**src/rtl/alu_arbiter.sv**
```systemverilog
// Two-requester round-robin front end for a shared external ALU.
// One operation in flight; result and optional flag update are held until consumed.
module alu_arbiter (
  input  logic        clk,
  input  logic        reset,
  input  logic [1:0]  req_valid,
  output logic [1:0]  req_ready,
  input  logic [63:0] req0_a,
  input  logic [63:0] req0_b,
  input  logic [63:0] req1_a,
  input  logic [63:0] req1_b,
  input  logic [2:0]  req0_cntrl,
  input  logic [2:0]  req1_cntrl,
  input  logic        req0_setf,
  input  logic        req1_setf,
  output logic        resp_valid,
  input  logic        resp_ready,
  output logic        resp_id,
  output logic [63:0] resp_result,
  output logic [63:0] alu_a,
  output logic [63:0] alu_b,
  output logic [2:0]  alu_cntrl,
  input  logic [63:0] alu_result,
  input  logic        alu_negative,
  input  logic        alu_zero,
  input  logic        alu_overflow,
  input  logic        alu_carry_out,
  output logic        flag_n,
  output logic        flag_z,
  output logic        flag_v,
  output logic        flag_c,
  output logic        busy
);

  typedef enum logic [1:0] {IDLE, EXEC, RESP} state_t;

  state_t      state_reg, state_next;
  logic        last_grant_reg;
  logic        setf_reg;
  logic        id_reg;
  logic [63:0] alu_a_reg, alu_b_reg, resp_result_reg;
  logic [2:0]  alu_cntrl_reg;
  logic        resp_id_reg;
  logic [3:0]  flags_reg;
  logic [1:0]  grant;
  logic        can_accept;
  logic        accept;
  logic        accept_id;

  // On a tie the requester that did not win last time is favoured.
  always_comb begin
    grant = 2'b00;
    case (req_valid)
      2'b01:   grant = 2'b01;
      2'b10:   grant = 2'b10;
      2'b11:   grant = last_grant_reg ? 2'b01 : 2'b10;
      default: grant = 2'b00;
    endcase
  end

  assign can_accept = reset && ((state_reg == IDLE) || ((state_reg == RESP) && resp_ready));
  assign req_ready  = {2{can_accept}} & grant;
  assign accept     = |(req_valid & req_ready);
  assign accept_id  = req_valid[1] & req_ready[1];

  always_ff @(posedge clk) begin
    if (!reset) state_reg <= IDLE;
    else        state_reg <= state_next;
  end

  always_comb begin
    state_next = state_reg;
    case (state_reg)
      IDLE:    if (accept) state_next = EXEC;
      EXEC:    state_next = RESP;
      RESP:    if (resp_ready) state_next = accept ? EXEC : IDLE;
      default: state_next = IDLE;
    endcase
  end

  always_comb begin
    resp_valid = (state_reg == RESP);
    busy       = (state_reg != IDLE);
  end

  always_ff @(posedge clk) begin
    if (!reset) begin
      last_grant_reg  <= 1'b1;
      setf_reg        <= 1'b0;
      id_reg          <= 1'b0;
      alu_a_reg       <= '0;
      alu_b_reg       <= '0;
      alu_cntrl_reg   <= '0;
      resp_result_reg <= '0;
      resp_id_reg     <= 1'b0;
      flags_reg       <= '0;
    end else begin
      if (accept) begin
        last_grant_reg <= accept_id;
        id_reg         <= accept_id;
        alu_a_reg      <= accept_id ? req1_a : req0_a;
        alu_b_reg      <= accept_id ? req1_b : req0_b;
        alu_cntrl_reg  <= accept_id ? req1_cntrl : req0_cntrl;
        setf_reg       <= accept_id ? req1_setf : req0_setf;
      end
      // The shared ALU is combinational, so its outputs are valid during EXEC.
      if (state_reg == EXEC) begin
        resp_result_reg <= alu_result;
        resp_id_reg     <= id_reg;
        if (setf_reg) flags_reg <= {alu_negative, alu_zero, alu_overflow, alu_carry_out};
      end
    end
  end

  assign alu_a       = alu_a_reg;
  assign alu_b       = alu_b_reg;
  assign alu_cntrl   = alu_cntrl_reg;
  assign resp_result = resp_result_reg;
  assign resp_id     = resp_id_reg;
  assign {flag_n, flag_z, flag_v, flag_c} = flags_reg;

endmodule

```
**config.mk**
```make
export PLATFORM = sky130hd
export DESIGN_NAME = alu_arbiter
export DESIGN_NICKNAME = d
export VERILOG_FILES = /design/src/rtl/alu_arbiter.sv
export SDC_FILE = /design/constraint.sdc
export NUM_CORES = 1
export LEC_CHECK = 0
export ABC_AREA = 1
export ABC_CLOCK_PERIOD_IN_PS = 1600
export BUFFER_PORTS_ARGS = -buffer_cell sky130_fd_sc_hd__buf_2
export CORE_AREA = 2 2 213 215
export DETAILED_ROUTE_END_ITERATION = 8
export DIE_AREA = 0 0 215 217
export PLACE_DENSITY = 0.42
export SYNTH_ARGS = -nofsm -noshare
export SYNTH_HDL_FRONTEND = slang
export SYNTH_SLANG_ARGS = --single-unit
export TNS_END_PERCENT = 1
```
**constraint.sdc**
```tcl
create_clock -name clk -period 1.6 [get_ports clk]
set_input_delay 0.16 -clock clk [delete_from_list [all_inputs] [get_ports clk]]
set_output_delay 0.16 -clock clk [all_outputs]
set_load 0.01 [all_outputs]
```
==> impl_metrics.csv, run 1 <==
group,metric,value,unit
run_status,status,"complete, but fails checks",
run_status,violations,"setup timing",
setup_path,cp-end-kind,"primary output",
setup_path,worstSetupPathType,"register to primary output",
synth,synth_area,9580,sq um
synth,synth-xor-area-share,0,
place,gp_congestion,0.873,
run,max_cap_viol_count,0,
floorplanning,core-area,44700,sq um
setup_path,r2r_cells,11,
cts,cts_root_buf,"clkbuf_16",
layout,num-fill-cells,4673,
timing,period_minus_slack,1.77,ns
place,place_inst,2564,
global_route,grtUsageMet3,0.0411,
cts,insertion_delay,0.55,ns
route,route.detailed.drc,0,
timing,final_max_slew_viol_count,0,
timing,fin_skew,0.0150,ns
setup_path,r2r-start,"state_reg[0]",
cts,htreeDepth,1,
route,wirelength,44100,microns
floorplanning,initial_core_util,0.214,
synth,ys_warn_count,0,
setup_path,cp.required,1.44,ns
global_route,grt_max_degree,129,
pwr,peakVddDrop,0.646,mV
timing,fin_crit_sh,1.11,
synth,synth-adder-area-share,0,
synth,ys_ff_latch,205,
layout,drive_above_1_share,0.297,
timing,finalHoldViolCount,0,
timing,max_freq,564,MHz
synth,synth_top_area_cell,"dfxtp_1",
floorplanning,die_w,215,microns
synth,ys_types,20,
worst_hold_path,hold_path_class,"input pin to register",
pwr,p_leak,9.40,nW
timing,rsz0062_at_grt,"yes",
floorplanning,die-area,46700,sq um
floorplanning,die_y,217,microns
synth,async_reset_ff_frac,0,
synth,synthFlopType,"dfxtp_1",
synth,synthesis.nets,1806,
layout,syn_to_final_growth,86.1,%
place,hpwlAfterDp,29400,microns
route,routed_via_density,4.24,
timing,finalSetupViolCount,23,
global_route,grtUsageTotal,0.181,
timing,fin_ws,-0.174,ns
place,dp_worst_setup_slack,-0.0732,ns
synth,netlist_top_cells_area,"dfxtp_1, nand3_1, nand2_1",
layout,final_nets,2668,
cts,clkTransAtPathRegs,0.06,ns
global_route,grt_pass1_wl,67900,microns
global_route,grt_pass1_vias,12550,
cts,cts_tree,"done",
route,drt_first_iter_violations,672,
cts,clock_path_buffers,3,
synth,avgSynthCellArea,6.52,sq um
synth,synth_top_area_frac,0.428,
global_route,grt.busiest_layer,"met2",
synth,synth_top_family_by_area,"simple AND/OR/NAND/NOR gates",
route,first_pass_iters,7,
setup_path,r2r_setup_slack,-0.10,ns
setup_path,worst_setup_path_start_kind,"register",
cts,cts_buffers,26,
setup_path,crit_start,"state_reg[0]",
global_route,antenna_found_initial,3,
layout,final_cells,2952,
synth,synth_compound_area_frac,0.109,
synth,ys_seq_area_frac,0.428,
setup_path,crit_arrival,1.61,ns
route,wl_per_cell,14.9,microns
floorplanning,num_rows,78,
worst_hold_path,min_from,"req1_a[21]",
synth,synthSimpleGateAreaFrac,0.302,
setup_path,crit_fanout,3,
timing,tightest_slew,0.833,ns
route,vias,12514,
setup_path,endpoint,"req_ready[1]",
route,antenna_left,0,
synth,synth_edf_count,0,
pwr,power.density,885,nW/um^2
cts,cts_sinks,205,
global_route,met2_usage,0.312,
global_route,use_met1,0.213,
synth,muxShareOfSynthArea,0,
global_route,overflow,0,
floorplanning,num_io_pins,541,
timing,slew_headroom,0.444,
setup_path,worstReg2RegEnd,"alu_a[37]",
place,portBuffers,540,
synth,synth_cells,1469,
-- metal layers --
| metal | vias to the layer above | wire, microns |
|---|---|---|
| met2 | 487 | 20800 |
| met4 | 2 | 2100 |
| met1 | 5606 | 18200 |
| met3 | 126 | 2980 |
| li1 | 6293 | - |
| met5 | - | 13 |
-- through the flow --
step / utilization / TNS (ns) / cell area [sq um] / hold slack [ns] / power, mW
global route: 0.399 / -7.33 / 17800 / 0.0290 / 16.7
CTS: 0.396 / -0.993 / 17700 / 0.00332 / 16.0
global placement: 0.298 / -0.167 / 13300 / 0.382 / 9.18
detailed placement: 0.298 / -0.204 / 13300 / 0.386 / 9.18
finish: 0.399 / -1.15 / 17800 / 0.0118 / 15.8
floorplan: - / 0 / 9580 / 0.295 / 7.52
-- where the power goes --
| part | internal, mW | switching (mW) |
|---|---|---|
| Combinational | 1.96 | 2.07 |
| Clock | 3.56 | 2.37 |
| Sequential | 5.59 | 0.234 |
-- cell usage after synthesis (5+ instances only) --
library cell and count:
inv_2 5, dfxtp_1 205, clkbuf_1 54, buf_2 31, nand3_1 269, inv_1 268
nand2_1 274, nor2_1 133, buf_6 5, buf_4 9, a21oi_1 137, buf_1 7
o21ai_0 65
-- cell families (layout without fill, tap and decap cells) --
logic type             Yosys count  in the layout
buffers and inverters          379           1260
DFF                            205            205
AOI/OAI and AO/OA              206            206
other                            0              2
and+or+nand+nor                679            679
-- what timing repair did --
action                                  4_1_cts  5_1_grt
endpoints found under the setup margin       23      118
gates cloned                                  3        0
pin swaps                                     2        3
hold endpoints to repair                    202        0
hold buffers                                327        0
setup buffers                                 9        1
gates resized for setup                      24       31
-- critical path, stage by stage, from the launching register on --
cell and delay, ns:
dfxtp_2 0.33, inv_2 0.07, nand2_4 0.05, nor2_4 0.16, buf_12 0.14, nand2_8 0.05
buf_12 0.13, clkinv_4 0.03, buf_6 0.09
-- cell usage in the layout, fill, tap and decap left out, types with 4 or more instances in the layout --
cell type / synthesis / layout
a21oi_1: 137 / 137
buf_12: 0 / 23
buf_2: 31 / 537
buf_4: 9 / 39
buf_6: 5 / 8
clkbuf_1: 54 / 4
clkbuf_16: 0 / 27
clkbuf_8: 0 / 9
clkinv_2: 0 / 4
dfxtp_1: 205 / 203
dlygate4sd3_1: 0 / 327
inv_1: 268 / 267
nand2_1: 274 / 265
nand2_2: 1 / 8
nand3_1: 269 / 252
nand3_2: 0 / 17
nor2_1: 133 / 131
o21ai_0: 65 / 65
-- area by class of cell --
cell class	instances	area, sq um	area share
Antenna cell	2	5.00	0.000281
Clock buffer	39	790	0.0443
Clock inverter	8	81.3	0.00456
Inverter	273	1030	0.0580
Multi-Input combinational cell	885	4100	0.230
Sequential cell	205	4110	0.230
Tap cell	600	751	0.0421
Timing Repair Buffer	940	6960	0.391
-- worst min-delay path by stage --
stage	slack [ns]	end	depth (start not counted)
finish	0.01	alu_a[21]	5
global route	0.03	alu_a[21]	5
CTS	0.003	alu_b[13]	5
detailed placement	0.39	resp_result[4]	3
global placement	0.38	resp_result[58]	3
floorplan	0.29	resp_result[0]	2
(Power assumes the default switching activity.)
==> run 2: changes to the inputs <==
Settings changed: ABC_CLOCK_PERIOD_IN_PS 1600 to 2150.
Clock period 1.6 ns to 2.15 ns, I/O delays scaled along.
==> impl_metrics.csv, run 2 (synthesis gave the netlist of run 1 again) <==
group,metric,value,unit
run_status,status,"complete, no violations",
timing,fin_skew,0.0192,ns
cts,cts_tree,"done",
global_route,grt_pass1_wl,64400,microns
cts,clock_path_buffers,3,
floorplanning,initial_core_util,0.214,
timing,whs,0.0208,ns
place,place_inst,2529,
route,first_pass_iters,5,
timing,tns,0,ns
timing,slew_headroom,0.417,
setup_path,crit_arrival,1.81,ns
setup_path,crit_fanout,23,
cts,cts_buffers,27,
setup_path,r2r-start,"state_reg[1]",
floorplanning,die-area,46700,sq um
setup_path,cp-end-kind,"primary output",
cts,cts_root_buf,"clkbuf_16",
route,drt_first_iter_violations,528,
timing,period_minus_slack,2.03,ns
pwr,p_leak,8.93,nW
floorplanning,num_io_pins,541,
timing,finalSetupViolCount,0,
setup_path,crit_family,"buffers and inverters",
timing,fin_crit_sh,0.943,
setup_path,worstPathCellList,"inv_2 -> nand2_1 -> nor2_4 -> clkbuf_16 -> o211ai_1 -> inv_1 -> buf_2",
route,route.detailed.drc,0,
setup_path,cp_slowest_cell,"dfxtp_1",
setup_path,worstReg2RegEnd,"alu_b[41]",
floorplanning,num_rows,78,
setup_path,max_stage_delay,0.33,ns
timing,finalHoldViolCount,0,
place,hpwlAfterDp,28100,microns
pwr,peakVddDrop,0.925,mV
setup_path,worst_setup_path_start_kind,"register",
pwr,power.density,737,nW/um^2
global_route,grt_pass1_vias,11991,
cts,htreeDepth,1,
layout,num-fill-cells,4872,
layout,mostFrequentLayoutCell,"buf_2",
route,antenna_left,0,
global_route,overflow,0,
route,vias,12209,
setup_path,worstSetupPathType,"register to primary output",
place,gp_congestion,0.865,
place,portBuffers,540,
cts,cts_sinks,205,
global_route,grtUsageTotal,0.170,
floorplanning,die_w,215,microns
timing,tightest_slew,0.875,ns
timing,max_freq,493,MHz
layout,drive_above_1_share,0.285,
route,routed_via_density,4.29,
global_route,grt_max_degree,139,
floorplanning,die_y,217,microns
layout,final_nets,2564,
run,max_cap_viol_count,0,
setup_path,r2r_setup_slack,0.16,ns
route,wirelength,43300,microns
worst_hold_path,min_path_cells,5,
pwr,p_total,12.3,mW
floorplanning,core-area,44700,sq um
layout,ff_latch_area,4110,sq um
worst_hold_path,whs_endpoint,"alu_b[22]",
global_route,antenna_found_initial,3,
layout,final_cell_mix,"buf_2, nand2_1, nand3_1",
layout,multi_input_area,3990,sq um
setup_path,path_buf_inv,4,
route,wl_per_cell,15.2,microns
timing,final_max_slew_viol_count,0,
setup_path,r2r_cells,7,
worst_hold_path,hold_path_class,"input pin to register",
worst_hold_path,min_from,"req1_b[22]",
setup_path,cp.required,1.93,ns
cts,insertion_delay,0.54,ns
layout,syn_to_final_growth,74.5,%
cts,clkTransAtPathRegs,0.06,ns
timing,rsz0062_at_grt,"no",
layout,final_cells,2849,
## run 2: cell count changes in the layout (fill, tap and decap cells not counted), moves of 6 or more
cell,change
nand3_1,+17
nand3_2,-17
bufinv_16,+7
buf_4,-16
clkbuf_16,+7
buf_12,-15
dlygate4sd3_1,-73
nand2_2,-8
buf_6,-6
nand2_1,+9
## run 2: stage by stage
step | area (sq um) | util | worst slack (ns)
after floorplan | 9580 | - | 0.793
after global placement | 12900 | 0.288 | 0.360
after detailed placement | 12900 | 0.288 | 0.389
after CTS | 16500 | 0.370 | 0.00187
after global routing | 16700 | 0.374 | 0.00480
final | 16700 | 0.374 | 0.123
## run 2: power by group
group / switching, mW / internal, mW / total (mW)
registers: 0.175 / 4.16 / 4.33
clock network: 1.80 / 3.46 / 5.26
logic: 1.49 / 1.24 / 2.72
total: 3.47 / 8.85 / 12.3
## run 2: layout make-up
class | count | area share
multi-input combinational | 885 | 0.238
clock inverter | 13 | 0.0161
inverter | 273 | 0.0616
tap | 600 | 0.0449
clock buffer | 36 | 0.0460
antenna | 2 | 0.000299
timing repair buffer | 835 | 0.347
sequential | 205 | 0.246
## run 2: tightest hold or removal path, cell delays in order
cell and delay [ns]:
buf_2 0.08, nand3_1 0.07, nand3_1 0.09, nand2_1 0.05, inv_1 0.04
## run 2: worst max path at each step
stage	from	to	slack [ns]	cells after the start
2_1_floorplan	state_reg[0]	alu_a[30]	0.79	10
3_3_place_gp	state_reg[1]	alu_a[56]	0.36	9
3_5_place_dp	reset	alu_a[59]	0.39	9
4_1_cts	state_reg[1]	req_ready[1]	0.002	8
5_1_grt	state_reg[0]	alu_b[41]	0.005	10
6_report	state_reg[0]	req_ready[0]	0.12	7
## run 2: repair_timing
item,4_1_cts,5_1_grt
hold buffers,254,0
gates cloned,1,6
resized for setup,2,7
endpoints found under the setup margin,1,3
hold endpoints to repair,196,0
buffers inserted,3,5
pin swaps,1,1
## run 2: per-layer routing
layer	up-vias	part of all wire	global-route usage
met5	-	0	0
met4	0	0.033	0.0556
met3	82	0.064	0.0361
met2	480	0.49	0.305
met1	5575	0.42	0.203
li1	6072	-	-
==> run 3: changes to the inputs <==
Settings changed: ABC_CLOCK_PERIOD_IN_PS 2150 to 1820, CTS_CLUSTER_DIAMETER set to 150, PLACE_DENSITY 0.42 to 0.44.
Clock period 2.15 ns to 1.82 ns, I/O delays scaled along.
==> impl_metrics.csv, run 3 (synthesis gave the netlist of run 1 again) <==
group,metric,value,unit
run_status,status,"complete, no violations",
pwr,power.density,789,nW/um^2
floorplanning,core-area,44700,sq um
layout,mostFrequentLayoutCell,"buf_2",
global_route,grt_max_degree,139,
timing,period_minus_slack,1.75,ns
layout,final_nets,2626,
place,dp_worst_setup_slack,0.227,ns
route,antenna_left,0,
global_route,grt_pass1_vias,12386,
global_route,overflow,0,
pwr,intPower,9.55,mW
layout,num-fill-cells,4703,
worst_hold_path,hold_path_class,"input pin to register",
setup_path,worst_setup_path_start_kind,"register",
route,route.met3.wl,2880,microns
timing,finalSetupViolCount,0,
timing,finalHoldViolCount,0,
setup_path,worstPathCellList,"inv_2 -> nor2_2 -> nor2_4 -> buf_12 -> o211ai_1 -> inv_1 -> buf_2",
timing,tns,0,ns
run,max_cap_viol_count,0,
setup_path,crit_arrival,1.57,ns
route,route.detailed.drc,0,
route,wl_per_cell,15.2,microns
timing,final_max_slew_viol_count,0,
setup_path,max_stage_delay,0.34,ns
cts,clkTransAtPathRegs,0.06,ns
cts,insertion_delay,0.55,ns
route,first_pass_iters,7,
pwr,p_comb_frac,0.247,
setup_path,crit_fanout,3,
layout,drive_above_1_share,0.269,
timing,tightest_slew,0.991,ns
floorplanning,num_rows,78,
timing,max_freq,570,MHz
floorplanning,die_w,215,microns
timing,fin_skew,0.0170,ns
pwr,p_leak,9.13,nW
layout,final_cells,2908,
cts,clock_path_buffers,3,
layout,final_cell_mix,"buf_2, dlygate4sd3_1, nand2_1",
layout,syn_to_final_growth,80.0,%
cts,htreeDepth,1,
route,wirelength,44100,microns
global_route,antenna_found_initial,0,
global_route,grt_pass1_wl,67100,microns
pwr,seqPwrFrac,0.376,
cts,cts_sinks,205,
timing,fin_ws,0.0657,ns
floorplanning,die_y,217,microns
place,hpwlAfterDp,26200,microns
timing,fin_crit_sh,0.964,
timing,slew_headroom,0.339,
setup_path,worstSetupPathType,"register to primary output",
place,portBuffers,540,
pwr,p_switching,4.06,mW
route,maxUsedRoutingLayer,"met4",
setup_path,cp_slowest_cell,"dfxtp_2",
place,gp_congestion,0.861,
route,drt_first_iter_violations,622,
setup_path,cp.required,1.64,ns
cts,cts_buffers,26,
place,place_inst,2521,
floorplanning,num_io_pins,541,
global_route,grtUsageTotal,0.178,
route,met2_length,21100,microns
floorplanning,die-area,46700,sq um
cts,cts_root_buf,"clkbuf_16",
timing,rsz0062_at_grt,"yes",
pwr,p_clk_frac,0.377,
layout,diodes,0,
pwr,peakVddDrop,0.533,mV
setup_path,r2r_setup_slack,0.16,ns
route,drt-met1-wl,18300,microns
route,vias,12519,
route,routed_via_density,4.31,
cts,cts_tree,"done",
floorplanning,initial_core_util,0.214,
pwr,p_sw_frac,0.298,
setup_path,cp-end-kind,"primary output",
==> run 3: cell count changes in the layout (fill, tap and decap cells not counted), sizes merged <==
cell	change
buf	-8
diode	-2
inv	-1
bufbuf	+3
clkinvlp	+1
clkinv	-1
dlygate4sd3	+74
bufinv	-7
==> run 3: final timing paths <==
| path | startpoint | end | depth (start not counted) |
|---|---|---|---|
| worst max-delay path | state_reg[1] | req_ready[0] | 7 |
| worst max register to register | state_reg[1] | alu_cntrl[2] | 10 |
| worst min-delay path | req1_a[27] | alu_a[27] | 5 |
| worst min register to register | id_reg | id_reg | 2 |
==> run 3: critical path: cells and delay by family (launching register included) <==
kind,cells,cell delay (ns)
buffers and inverters,4,0.40
and+or+nand+nor,2,0.22
DFF,1,0.34
AOI/OAI and AO/OA,1,0.07
==> run 3: power groups by stage <==
| stage | clock network, mW | logic, mW | registers, mW |
|---|---|---|---|
| 2_1_floorplan | 0 | 1.21 | 5.39 |
| 3_3_place_gp | 0 | 2.70 | 5.19 |
| 3_5_place_dp | 0 | 2.69 | 5.21 |
| 4_1_cts | 5.36 | 3.35 | 5.11 |
| 5_1_grt | 5.55 | 3.69 | 5.16 |
| 6_report | 5.13 | 3.36 | 5.11 |
==> run 3: timing repair <==
| item | 4_1_cts | 5_1_grt |
|---|---|---|
| gates cloned | 4 | 1 |
| endpoints found under the setup margin | 2 | 82 |
| resized for setup | 5 | 3 |
| hold buffers | 328 | 0 |
| pin swaps | 2 | 0 |
| endpoints found under the hold margin | 201 | 0 |
| setup buffers | 7 | 0 |
==> run 3: through the flow <==
| stage | instance area [sq um] | hold slack (ns) | utilization | power (mW) |
|---|---|---|---|---|
| 5_1_grt | 17200 | 0.0419 | 0.386 | 14.4 |
| 6_report | 17200 | 0.0357 | 0.386 | 13.6 |
| 3_5_place_dp | 12900 | 0.410 | 0.288 | 7.89 |
| 2_1_floorplan | 9580 | 0.317 | - | 6.61 |
| 3_3_place_gp | 12900 | 0.404 | 0.288 | 7.89 |
| 4_1_cts | 17200 | 0.00180 | 0.385 | 13.8 |
==> run 3: cell type report <==
class                   count  area (sq um)  area share
multi-input cells         885          3980       0.231
repair buffers            898          6540       0.379
well taps                 600           751      0.0435
clock buffers              42           781      0.0453
flip-flops and latches    205          4110       0.238
inverters                 273          1030      0.0597
clock inverters             5          63.8     0.00370
==> run 3: routing by layer <==
metal,vias to the layer above,GRT usage
li1,6194,-
met1,5655,0.208
met2,545,0.309
met3,125,0.0373
met4,0,0.0853
met5,-,0
